### config.mk
export PLATFORM = sky130hd
export DESIGN_NAME = nbbpu_mc
export DESIGN_NICKNAME = d
export VERILOG_FILES = /design/src/rtl/nbbpu_mc.sv
export SDC_FILE = /design/constraint.sdc
export NUM_CORES = 1
export LEC_CHECK = 0
export CORE_ASPECT_RATIO = 0.9
export CORE_MARGIN = 2
export CORE_UTILIZATION = 62
export CTS_CLUSTER_DIAMETER = 40
export DETAILED_ROUTE_END_ITERATION = 16
export DONT_BUFFER_PORTS = 1
export GPL_TIMING_DRIVEN = 1
export PLACE_DENSITY_LB_ADDON = 0.12
export RECOVER_POWER = 50
export SYNTH_ARGS = -nofsm -noshare
export SYNTH_HDL_FRONTEND = slang
export SYNTH_SLANG_ARGS = --single-unit
### constraint.sdc
create_clock -name clock -period 8.4 [get_ports clock]
set_clock_uncertainty 0.15 [all_clocks]
set_input_delay 2.1 -clock clock [delete_from_list [all_inputs] [get_ports clock]]
set_output_delay 2.1 -clock clock [all_outputs]
set_load 0.01 [all_outputs]
### src/rtl/nbbpu_mc.sv
// Multi-cycle 16-register load/store core: START/FETCH/EXECUTE/MEM/HALT FSM with registered memory port.
// Optional multiply (opcode D) is enabled by defining NBBPU_MC_MUL_EN; otherwise opcode D is a NOP.
module nbbpu_mc #(
    parameter int WIDTH      = 16,
    parameter int ADDR_WIDTH = 16
) (
    input  logic                  clock,
    input  logic                  reset,
    output logic                  mem_req,
    output logic                  mem_we,
    output logic [ADDR_WIDTH-1:0] mem_addr,
    output logic [WIDTH-1:0]      mem_wdata,
    input  logic [WIDTH-1:0]      mem_rdata,
    input  logic                  mem_ready,
    output logic [ADDR_WIDTH-1:0] PC,
    output logic                  halted
);

    typedef enum logic [2:0] {
        S_START,
        S_FETCH,
        S_EXECUTE,
        S_MEM,
        S_HALT
    } state_t;

    localparam logic [3:0] OP_ADD   = 4'h0;
    localparam logic [3:0] OP_SUB   = 4'h1;
    localparam logic [3:0] OP_AND   = 4'h2;
    localparam logic [3:0] OP_OR    = 4'h3;
    localparam logic [3:0] OP_XOR   = 4'h4;
    localparam logic [3:0] OP_SHL   = 4'h5;
    localparam logic [3:0] OP_SHR   = 4'h6;
    localparam logic [3:0] OP_LOAD  = 4'h7;
    localparam logic [3:0] OP_STORE = 4'h8;
    localparam logic [3:0] OP_SETL  = 4'h9;
    localparam logic [3:0] OP_BEQ   = 4'hA;
    localparam logic [3:0] OP_JMP   = 4'hB;
    localparam logic [3:0] OP_HALT  = 4'hC;
`ifdef NBBPU_MC_MUL_EN
    localparam logic [3:0] OP_MUL   = 4'hD;
`endif

    localparam logic [6:0] WIDTH_L = 7'(WIDTH);

    state_t                  state_reg;
    logic [ADDR_WIDTH-1:0]   pc_reg;
    logic [15:0]             ir_reg;
    logic [WIDTH-1:0]        rf_reg [16];
    logic                    mem_req_reg;
    logic                    mem_we_reg;
    logic [ADDR_WIDTH-1:0]   mem_addr_reg;
    logic [WIDTH-1:0]        mem_wdata_reg;
    logic                    halted_reg;

    logic [3:0]              op;
    logic [3:0]              fx;
    logic [3:0]              fy;
    logic [3:0]              fz;
    logic [WIDTH-1:0]        rx_val;
    logic [WIDTH-1:0]        ry_val;
    logic [5:0]              shamt;
    logic                    shamt_big;
    logic [WIDTH-1:0]        alu_result;
    logic                    alu_we;
    logic [ADDR_WIDTH-1:0]   pc_inc;
    logic [ADDR_WIDTH-1:0]   pc_branch;
    logic [ADDR_WIDTH-1:0]   pc_next;
    logic                    rf_we;
    logic [WIDTH-1:0]        rf_wdata;
    logic                    xfer_done;

    assign op        = ir_reg[3:0];
    assign fx        = ir_reg[7:4];
    assign fy        = ir_reg[11:8];
    assign fz        = ir_reg[15:12];
    // r0 is never written, so reading it always yields zero.
    assign rx_val    = rf_reg[fx];
    assign ry_val    = rf_reg[fy];
    assign shamt     = ry_val[5:0];
    assign shamt_big = ({1'b0, shamt} >= WIDTH_L);
    assign xfer_done = mem_req_reg && mem_ready;

    assign pc_inc    = pc_reg + ADDR_WIDTH'(1);
    assign pc_branch = pc_inc + {{(ADDR_WIDTH-4){fz[3]}}, fz};

`ifdef NBBPU_MC_MUL_EN
    logic [WIDTH-1:0] mul_result;
    assign mul_result = rx_val * ry_val;
`endif

    always_comb begin
        alu_result = '0;
        alu_we     = 1'b0;
        case (op)
            OP_ADD:  begin alu_result = rx_val + ry_val; alu_we = 1'b1; end
            OP_SUB:  begin alu_result = rx_val - ry_val; alu_we = 1'b1; end
            OP_AND:  begin alu_result = rx_val & ry_val; alu_we = 1'b1; end
            OP_OR:   begin alu_result = rx_val | ry_val; alu_we = 1'b1; end
            OP_XOR:  begin alu_result = rx_val ^ ry_val; alu_we = 1'b1; end
            OP_SHL:  begin alu_result = shamt_big ? '0 : (rx_val << shamt); alu_we = 1'b1; end
            OP_SHR:  begin alu_result = shamt_big ? '0 : (rx_val >> shamt); alu_we = 1'b1; end
            OP_SETL: begin alu_result = {{(WIDTH-8){1'b0}}, fy, fx}; alu_we = 1'b1; end
`ifdef NBBPU_MC_MUL_EN
            OP_MUL:  begin alu_result = mul_result; alu_we = 1'b1; end
`endif
            default: begin alu_result = '0; alu_we = 1'b0; end
        endcase
    end

    always_comb begin
        pc_next = pc_inc;
        case (op)
            OP_BEQ:  pc_next = (rx_val == ry_val) ? pc_branch : pc_inc;
            OP_JMP:  pc_next = rx_val[ADDR_WIDTH-1:0];
            default: pc_next = pc_inc;
        endcase
    end

    // Single register-file write port: ALU results in EXECUTE, load data on MEM completion.
    always_comb begin
        rf_we    = 1'b0;
        rf_wdata = alu_result;
        if (state_reg == S_EXECUTE && alu_we) begin
            rf_we = 1'b1;
        end else if (state_reg == S_MEM && xfer_done && !mem_we_reg) begin
            rf_we    = 1'b1;
            rf_wdata = mem_rdata;
        end
    end

    always_ff @(posedge clock or negedge reset) begin
        if (!reset) begin
            for (int i = 0; i < 16; i++) begin
                rf_reg[i] <= '0;
            end
        end else if (rf_we && fz != 4'd0) begin
            rf_reg[fz] <= rf_wdata;
        end
    end

    // Each memory phase spends one cycle registering the request before it can complete.
    always_ff @(posedge clock or negedge reset) begin
        if (!reset) begin
            state_reg     <= S_START;
            pc_reg        <= '0;
            ir_reg        <= '0;
            mem_req_reg   <= 1'b0;
            mem_we_reg    <= 1'b0;
            mem_addr_reg  <= '0;
            mem_wdata_reg <= '0;
            halted_reg    <= 1'b0;
        end else begin
            case (state_reg)
                S_START: begin
                    mem_req_reg  <= 1'b1;
                    mem_we_reg   <= 1'b0;
                    mem_addr_reg <= pc_reg;
                    state_reg    <= S_FETCH;
                end
                S_FETCH: begin
                    if (!mem_req_reg) begin
                        mem_req_reg  <= 1'b1;
                        mem_we_reg   <= 1'b0;
                        mem_addr_reg <= pc_reg;
                    end else if (mem_ready) begin
                        ir_reg      <= mem_rdata[15:0];
                        mem_req_reg <= 1'b0;
                        state_reg   <= S_EXECUTE;
                    end
                end
                S_EXECUTE: begin
                    if (op == OP_LOAD || op == OP_STORE) begin
                        state_reg <= S_MEM;
                    end else if (op == OP_HALT) begin
                        halted_reg <= 1'b1;
                        state_reg  <= S_HALT;
                    end else begin
                        pc_reg    <= pc_next;
                        state_reg <= S_FETCH;
                    end
                end
                S_MEM: begin
                    if (!mem_req_reg) begin
                        mem_req_reg   <= 1'b1;
                        mem_we_reg    <= (op == OP_STORE);
                        mem_addr_reg  <= rx_val[ADDR_WIDTH-1:0];
                        mem_wdata_reg <= ry_val;
                    end else if (mem_ready) begin
                        mem_req_reg <= 1'b0;
                        mem_we_reg  <= 1'b0;
                        pc_reg      <= pc_inc;
                        state_reg   <= S_FETCH;
                    end
                end
                S_HALT: begin
                    state_reg <= S_HALT;
                end
                default: begin
                    state_reg <= S_START;
                end
            endcase
        end
    end

    assign mem_req   = mem_req_reg;
    assign mem_we    = mem_we_reg;
    assign mem_addr  = mem_addr_reg;
    assign mem_wdata = mem_wdata_reg;
    assign PC        = pc_reg;
    assign halted    = halted_reg;

endmodule

==> results.md, run 1 <==
* Via count at 19000
* Top cells by count, synth: dfrtp_1, nand2_1, a21oi_1
* Final Hold Fails at 0
* Number of buffers created by CTS at 42
* Worst Path Required at 8.64 ns
* Unrepaired setup endpoints after global routing: false
* Top FF cell, synth: dfrtp_1
* Asr flop ratio synth at 100%
* Synth warn at 0
* R2R Path Start: ir_reg[4]
* Area of the core at 34000 um2
* Die span in x at 200 um
* H-tree depth reported by CTS at 2
* Main combinational cell family by area after synthesis: compound AO/OA/AOI/OAI gates
* Max layer used: met4
* WS Path Type: register to register
* Share of layout cells above drive strength 1 at 16.8%
* Fmax achieved at 146 MHz
* Largest net degree at the start of global routing at 327
* Initial Util at 63.0%
* Post-Synth Simple-Gate Area at 12.7%
* Fin nets at 2190
* CTS tree: yes
* Failing checks: capacitance limit, slew limit
* Synth Area in XOR/XNOR at 1.31%
* Fillcell total at 2548
* Reg2reg path depth at 16
* Reg-to-Reg End: rf_reg[5]
* Max Cap Violations at 2
* Mapped Cells at 2201
* Post-synthesis mux area share at 17.4%
* Min-delay src: rf_reg[251]
* Most numerous cell in the Yosys netlist: dfrtp_1
* Hold-fix buffers, CTS at 0
* Worst skew pair latency at 0.58 ns
* Final core utilization at 67.6%
* HP Class: register to register
* Compound-gate portion of the synthesized area at 21.5%
* DR WL/cell at 30.0 um
* Post-CTS Setup Repair Bufs at 0
* Critical path's slowest cell: dfrtp_4
* Post-synth EDFFs at 0
* Status: complete, but fails checks
* Worst Hold Depth at 0
* Initial antenna violation count at 1
* Synthesized-area fraction occupied by adder cells at 4.02%
* Placed cell count at 2522
* CP arrival at 7.07 ns
* Crit path max fanout at 37
* Remaining antenna violation count at 0
* Mapped Area at 21400 um2
* Measured slew at the worst slew-check pin at 3.44 ns
* DRC Markers at 0
* Final setup margin at 1.57 ns
* Layout Cells excl Fill at 2597
* Crit path launch: ir_reg[4]
* Startpoint Class: register
* Post-synthesis sequential area ratio at 38.1%
* Area growth, synth to finish at 7.29%
* Power per Cell Area at 443 nW/um2
* WL final at 78000 um
* Area of the multi-input gates at 12200 um2
* Met2 WL at 33700 um
* Post-synth top area cell: dfrtp_1
* Final Max Slew Viols at 43
* # IOs at 70
* Crit path cell chain: buf_4, buf_4, mux4_2, a22oi_1, nand2_1, inv_1, ha_1, nor3_1, a2111oi_0, xor2_1, a221oi_1, o41ai_1, a221oi_1, nand2_1, o21ai_1, o21ai_0
* Pre-CTS WS at 1.76 ns
* Critical path's largest stage delay at 0.93 ns
* Unique cell type count in the Yosys netlist at 92
* Synth Register Bits at 326
* Placer Congestion at 1.06
* Wire length on met1 at 30100 um
* Full die area at 36100 um2
* Peak supply drop at 0.269 mV
* WHS Endpoint: rf_reg[251]
* Die height at 180 um
* Tcrit/Tclk final at 81.3%
* Drt pass-1 iters at 9
* Max Root-Sink Buffers at 3
* Initial drt markers at 2395
* Slew margin rel. at -131%
* Via density at 7.33
* First-pass GRT wire length at 118000 um
* HPWL Detailed at 53300 um
* Root Buffer: clkbuf_16
* Power Total at 10.2 mW
* Critical Path End Type: register
* Vias in the first global route at 18600
* FP Rows at 64
* CTS sink count at 326
* Sequential Area at 8170 um2
* CTS resizes at 0
* Mean Syn Cell Area at 9.74 um2
* Tot GR Track Use at 44.0%
* Synthesized net count at 2287
* Clock Pin Slew Worst Setup and Hold Paths at 0.06 ns
* Post-synth top area share at 38.1%
* Minimum clock period at 6.83 ns
* Final setup TNS at 0 ns
* Worst reg-to-reg setup slack at 1.57 ns
* Area contributors post-synth: dfrtp_1, mux4_2, nand2_1
* Pleak at 9.41 nW
* Total gr overflow at 0
* Final setup fails at 0
* Met3 wire length at 9740 um
* Port Buffer Count at 0
* Max reg flops at 256
-- worst max-delay path by stage --
stage / end / slack [ns] / cells past startpoint
after detailed placement: rf_reg[5] / 1.76 / 16
after floorplan: rf_reg[159] / 3.44 / 18
after global routing: rf_reg[69] / 1.01 / 16
after global placement: rf_reg[138] / 1.80 / 13
final: rf_reg[5] / 1.57 / 16
after CTS: rf_reg[5] / 1.72 / 16
-- placed cells by master, fill, tap and decap left out, drive strengths merged, types with 12 or more instances in the layout --
master,instances
nor2,154
buf,49
a22oi,45
o211ai,12
inv,72
clkbuf,52
o21ai,251
nand2b,12
nor3,38
ha,64
nand2,311
xor2,14
a211oi,21
mux4,144
xnor2,18
nand3,31
o31ai,53
a21oi,185
a221oi,16
dfrtp,326
and3,12
o22ai,17
nor2b,17
mux2,31
-- power by group --
group / leakage (nW) / internal (mW) / switching (mW)
Clock: 0.691 / 1.08 / 0.759
Sequential: 4.42 / 2.04 / 0.778
Combinational: 4.30 / 2.01 / 3.51
-- critical path: cells and delay by family (launching register included) --
family | cells | cell delay, ns
DFF | 1 | 0.93
AOI/OAI and AO/OA | 7 | 2.85
and+or+nand+nor | 3 | 0.56
muxes | 1 | 0.51
xor gates and xnor gates | 1 | 0.19
buffers and inverters | 3 | 1.05
adders and majority gates | 1 | 0.33
-- per-layer routing --
| layer | track usage [%] | vias up |
|---|---|---|
| li1 | - | 7976 |
| met1 | 61.3 | 9437 |
| met2 | 63.2 | 1366 |
| met3 | 12.4 | 248 |
| met4 | 22.8 | 0 |
| met5 | 0 | - |
-- through the flow --
| stage | area [um2] | hold slack [ns] |
|---|---|---|
| 6_report | 23000 | 0.251 |
| 3_3_place_gp | 21600 | 0.227 |
| 3_5_place_dp | 21600 | 0.234 |
| 5_1_grt | 23000 | 0.262 |
| 4_1_cts | 23000 | 0.249 |
| 2_1_floorplan | 21400 | 0.288 |
-- area by class of cell --
cell class              count  area share [%]
multi-input cells        1621            53.1
repair buffers             49            1.60
flip-flops and latches    326            35.5
inverters                  64            1.05
diodes                      1          0.0109
well taps                 462            2.51
clock inverters            22            1.23
clock buffers              52            4.95
-- cells by family after synthesis --
group / Yosys count
simple gates: 625
buf+inv: 254
mux: 184
xor+xnor: 32
flops: 326
compound gates: 713
fa+ha+maj: 67
Power figures use the tool's default switching activity.
==> run 2, diff against run 1 <==
clock period = 6.81 ns   (was 8.4 ns; I/O delays follow)
==> run 2 against run 1 <==
Compared with the run above: the run now ends clean; critical path depth is 1 lower; final cell count is 1.3% higher; total power is 28% higher; clock-buffer cell count is 7 higher; register-to-register slack worse by 1.2 ns; clock power is 35% higher; cell area is 1.7% higher; flip-flop and latch count stayed put; worst hold slack worse by 0.0023 ns; combinational power is 27% higher; largest power group unchanged.
==> results.md, run 2 (synthesis results as in run 1) <==
* Full die area at 36100 um2 (unchanged)
* Final Max Slew Viols at 0 (was 43)
* Hold-fix buffers, CTS at 0 (unchanged)
* Critical path's largest stage delay at 1.17 ns (was 0.93 ns)
* WS Path Type: register to register (unchanged)
* Minimum clock period at 6.43 ns (was 6.83 ns)
* Reg-to-Reg End: rf_reg[120] (was rf_reg[5])
* Leading cell type in the layout, fill and taps excluded: dfrtp_1 (unchanged)
* Share of layout cells above drive strength 1 at 18.2% (was 16.8%)
* Pleak at 9.63 nW (was 9.41 nW)
* Max reg flops at 256 (unchanged)
* HPWL Detailed at 54900 um (was 53300 um)
* Initial Util at 63.0% (unchanged)
* CTS sink count at 326 (unchanged)
* Die span in x at 200 um (unchanged)
* Crit path launch: ir_reg[10] (was ir_reg[4])
* Worst reg-to-reg setup slack at 0.38 ns (was 1.57 ns)
* DR WL/cell at 30.6 um (was 30.0 um)
* Tot GR Track Use at 45.2% (was 44.0%)
* # IOs at 70 (unchanged)
* Worst path bufs/invs at 2 (was 3)
* Crit path max fanout at 15 (was 37)
* DRC Markers at 0 (unchanged)
* Total gr overflow at 0 (unchanged)
* CTS tree: yes (unchanged)
* Via count at 19600 (was 19000)
* Die height at 180 um (unchanged)
* Final setup fails at 0 (unchanged)
* Largest net degree at the start of global routing at 327 (unchanged)
* Max Root-Sink Buffers at 3 (unchanged)
* Design area at 23400 um2 (was 23000 um2)
* Root Buffer: clkbuf_16 (unchanged)
* Critical Path Stages at 15 (was 16)
* Worst skew pair latency at 0.57 ns (was 0.58 ns)
* FP Rows at 64 (unchanged)
* Worst Hold Depth at 0 (unchanged)
* Clock Pin Slew Worst Setup and Hold Paths at 0.06 ns (about the same)
* Pre-CTS WS at 0.673 ns (was 1.76 ns)
* CTS resizes at 0 (unchanged)
* Placer Congestion at 1.07 (was 1.06)
* Slew margin rel. at 10.8% (was -131%)
* Most frequent CP cell: o21ai_0
* Number of buffers created by CTS at 45 (was 42)
* Final Hold Fails at 0 (unchanged)
* First-pass GRT wire length at 120000 um (was 118000 um)
* Max Cap Violations at 0 (was 2)
* Power per Cell Area at 557 nW/um2 (was 443 nW/um2)
* Worst Path Required at 7.06 ns (was 8.64 ns)
* Area growth, synth to finish at 9.10% (was 7.29%)
* Crit path cell chain: buf_4, mux4_1, mux2i_1, mux2_2, inv_1, ha_1, or3_1, a211oi_1, o21a_1, xnor2_1, o21ai_0, nor4_1, o211ai_1, a22oi_2, o21ai_0 (was buf_4, buf_4, mux4_2, a22oi_1, nand2_1, inv_1, ha_1, nor3_1, a2111oi_0, xor2_1, a221oi_1, o41ai_1, a221oi_1, nand2_1, o21ai_1, o21ai_0)
* WL final at 80700 um (was 78000 um)
* H-tree depth reported by CTS at 2 (unchanged)
* Vias in the first global route at 19000 (was 18600)
* Fin nets at 2219 (was 2190)
* HP Class: register to register (unchanged)
* Setup crit end: rf_reg[120] (was rf_reg[5])
* Status: completed (was complete, but fails checks)
* Area of the core at 34000 um2 (unchanged)
* Tcrit/Tclk final at 94.4% (was 81.3%)
* Power Total at 13.0 mW (was 10.2 mW)
* Measured slew at the worst slew-check pin at 1.34 ns (was 3.44 ns)
* Most frequent cells in the layout: dfrtp_1, nand2_1, a21oi_1, o21ai_0, nor2_1 (unchanged)
* Fmax achieved at 155 MHz (was 146 MHz)
* Unrepaired setup endpoints after global routing: false (unchanged)
* Initial antenna violation count at 2 (was 1)
* Startpoint Class: register (unchanged)
* Remaining antenna violation count at 0 (unchanged)
* Peak supply drop at 0.325 mV (was 0.269 mV)
* Placed inst area at 21800 um2 (was 21600 um2)
* Initial drt markers at 2861 (was 2395)
* Drt pass-1 iters at 10 (was 9)
* CP arrival at 6.68 ns (was 7.07 ns)
* Critical path's slowest cell: dfrtp_1 (was dfrtp_4)
* Via density at 7.43 (was 7.33)
* Final setup TNS at 0 ns (unchanged)
* Reg2reg path depth at 15 (was 16)
* Final setup margin at 0.379 ns (was 1.57 ns)
* Port Buffer Count at 0 (unchanged)
* CP top delay family: compound AO/OA/AOI/OAI gates (unchanged)
* Critical Path End Type: register (unchanged)
* Post-CTS Setup Repair Bufs at 0 (unchanged)
* R2R Path Start: ir_reg[10] (was ir_reg[4])
## run 2: worst min-delay path by stage
stage / start / slack, ns / end
after CTS: rf_reg[243] / 0.25 / rf_reg[243]
after floorplan: rf_reg[243] / 0.29 / rf_reg[243]
after global routing: rf_reg[243] / 0.25 / rf_reg[243]
final: rf_reg[243] / 0.25 / rf_reg[243]
after detailed placement: rf_reg[243] / 0.23 / rf_reg[243]
after global placement: rf_reg[244] / 0.23 / rf_reg[244]
## run 2: area by class of cell
cell class                 instances  area [um2]
multi-input combinational       1621       12200
fill                            2473       10700
sequential                       326        8170
clock buffer                      59        1280
tap                              462         578
timing repair buffer              75         576
clock inverter                    24         305
inverter                          64         241
antenna                            1        2.50
## run 2: layer usage
| layer | track usage [%] | wire, um |
|---|---|---|
| met1 | 63.6 | 30600 |
| met2 | 64.0 | 34600 |
| met3 | 13.6 | 10800 |
| met4 | 22.3 | 4650 |
| met5 | 1.51 | 12 |
## run 2: per-stage QoR
step	utilization [%]	hold slack [ns]	std cells
2_1_floorplan	-	0.288	2201
3_3_place_gp	64.1	0.226	2548
3_5_place_dp	64.1	0.233	2548
4_1_cts	68.7	0.246	2631
5_1_grt	68.7	0.254	2631
6_report	68.7	0.248	2632
## run 2: report_power, final
part           switching (mW)  total (mW)  internal (mW)
clock network           0.977        2.48           1.51
logic                    4.42        7.02           2.60
registers                1.02        3.53           2.51
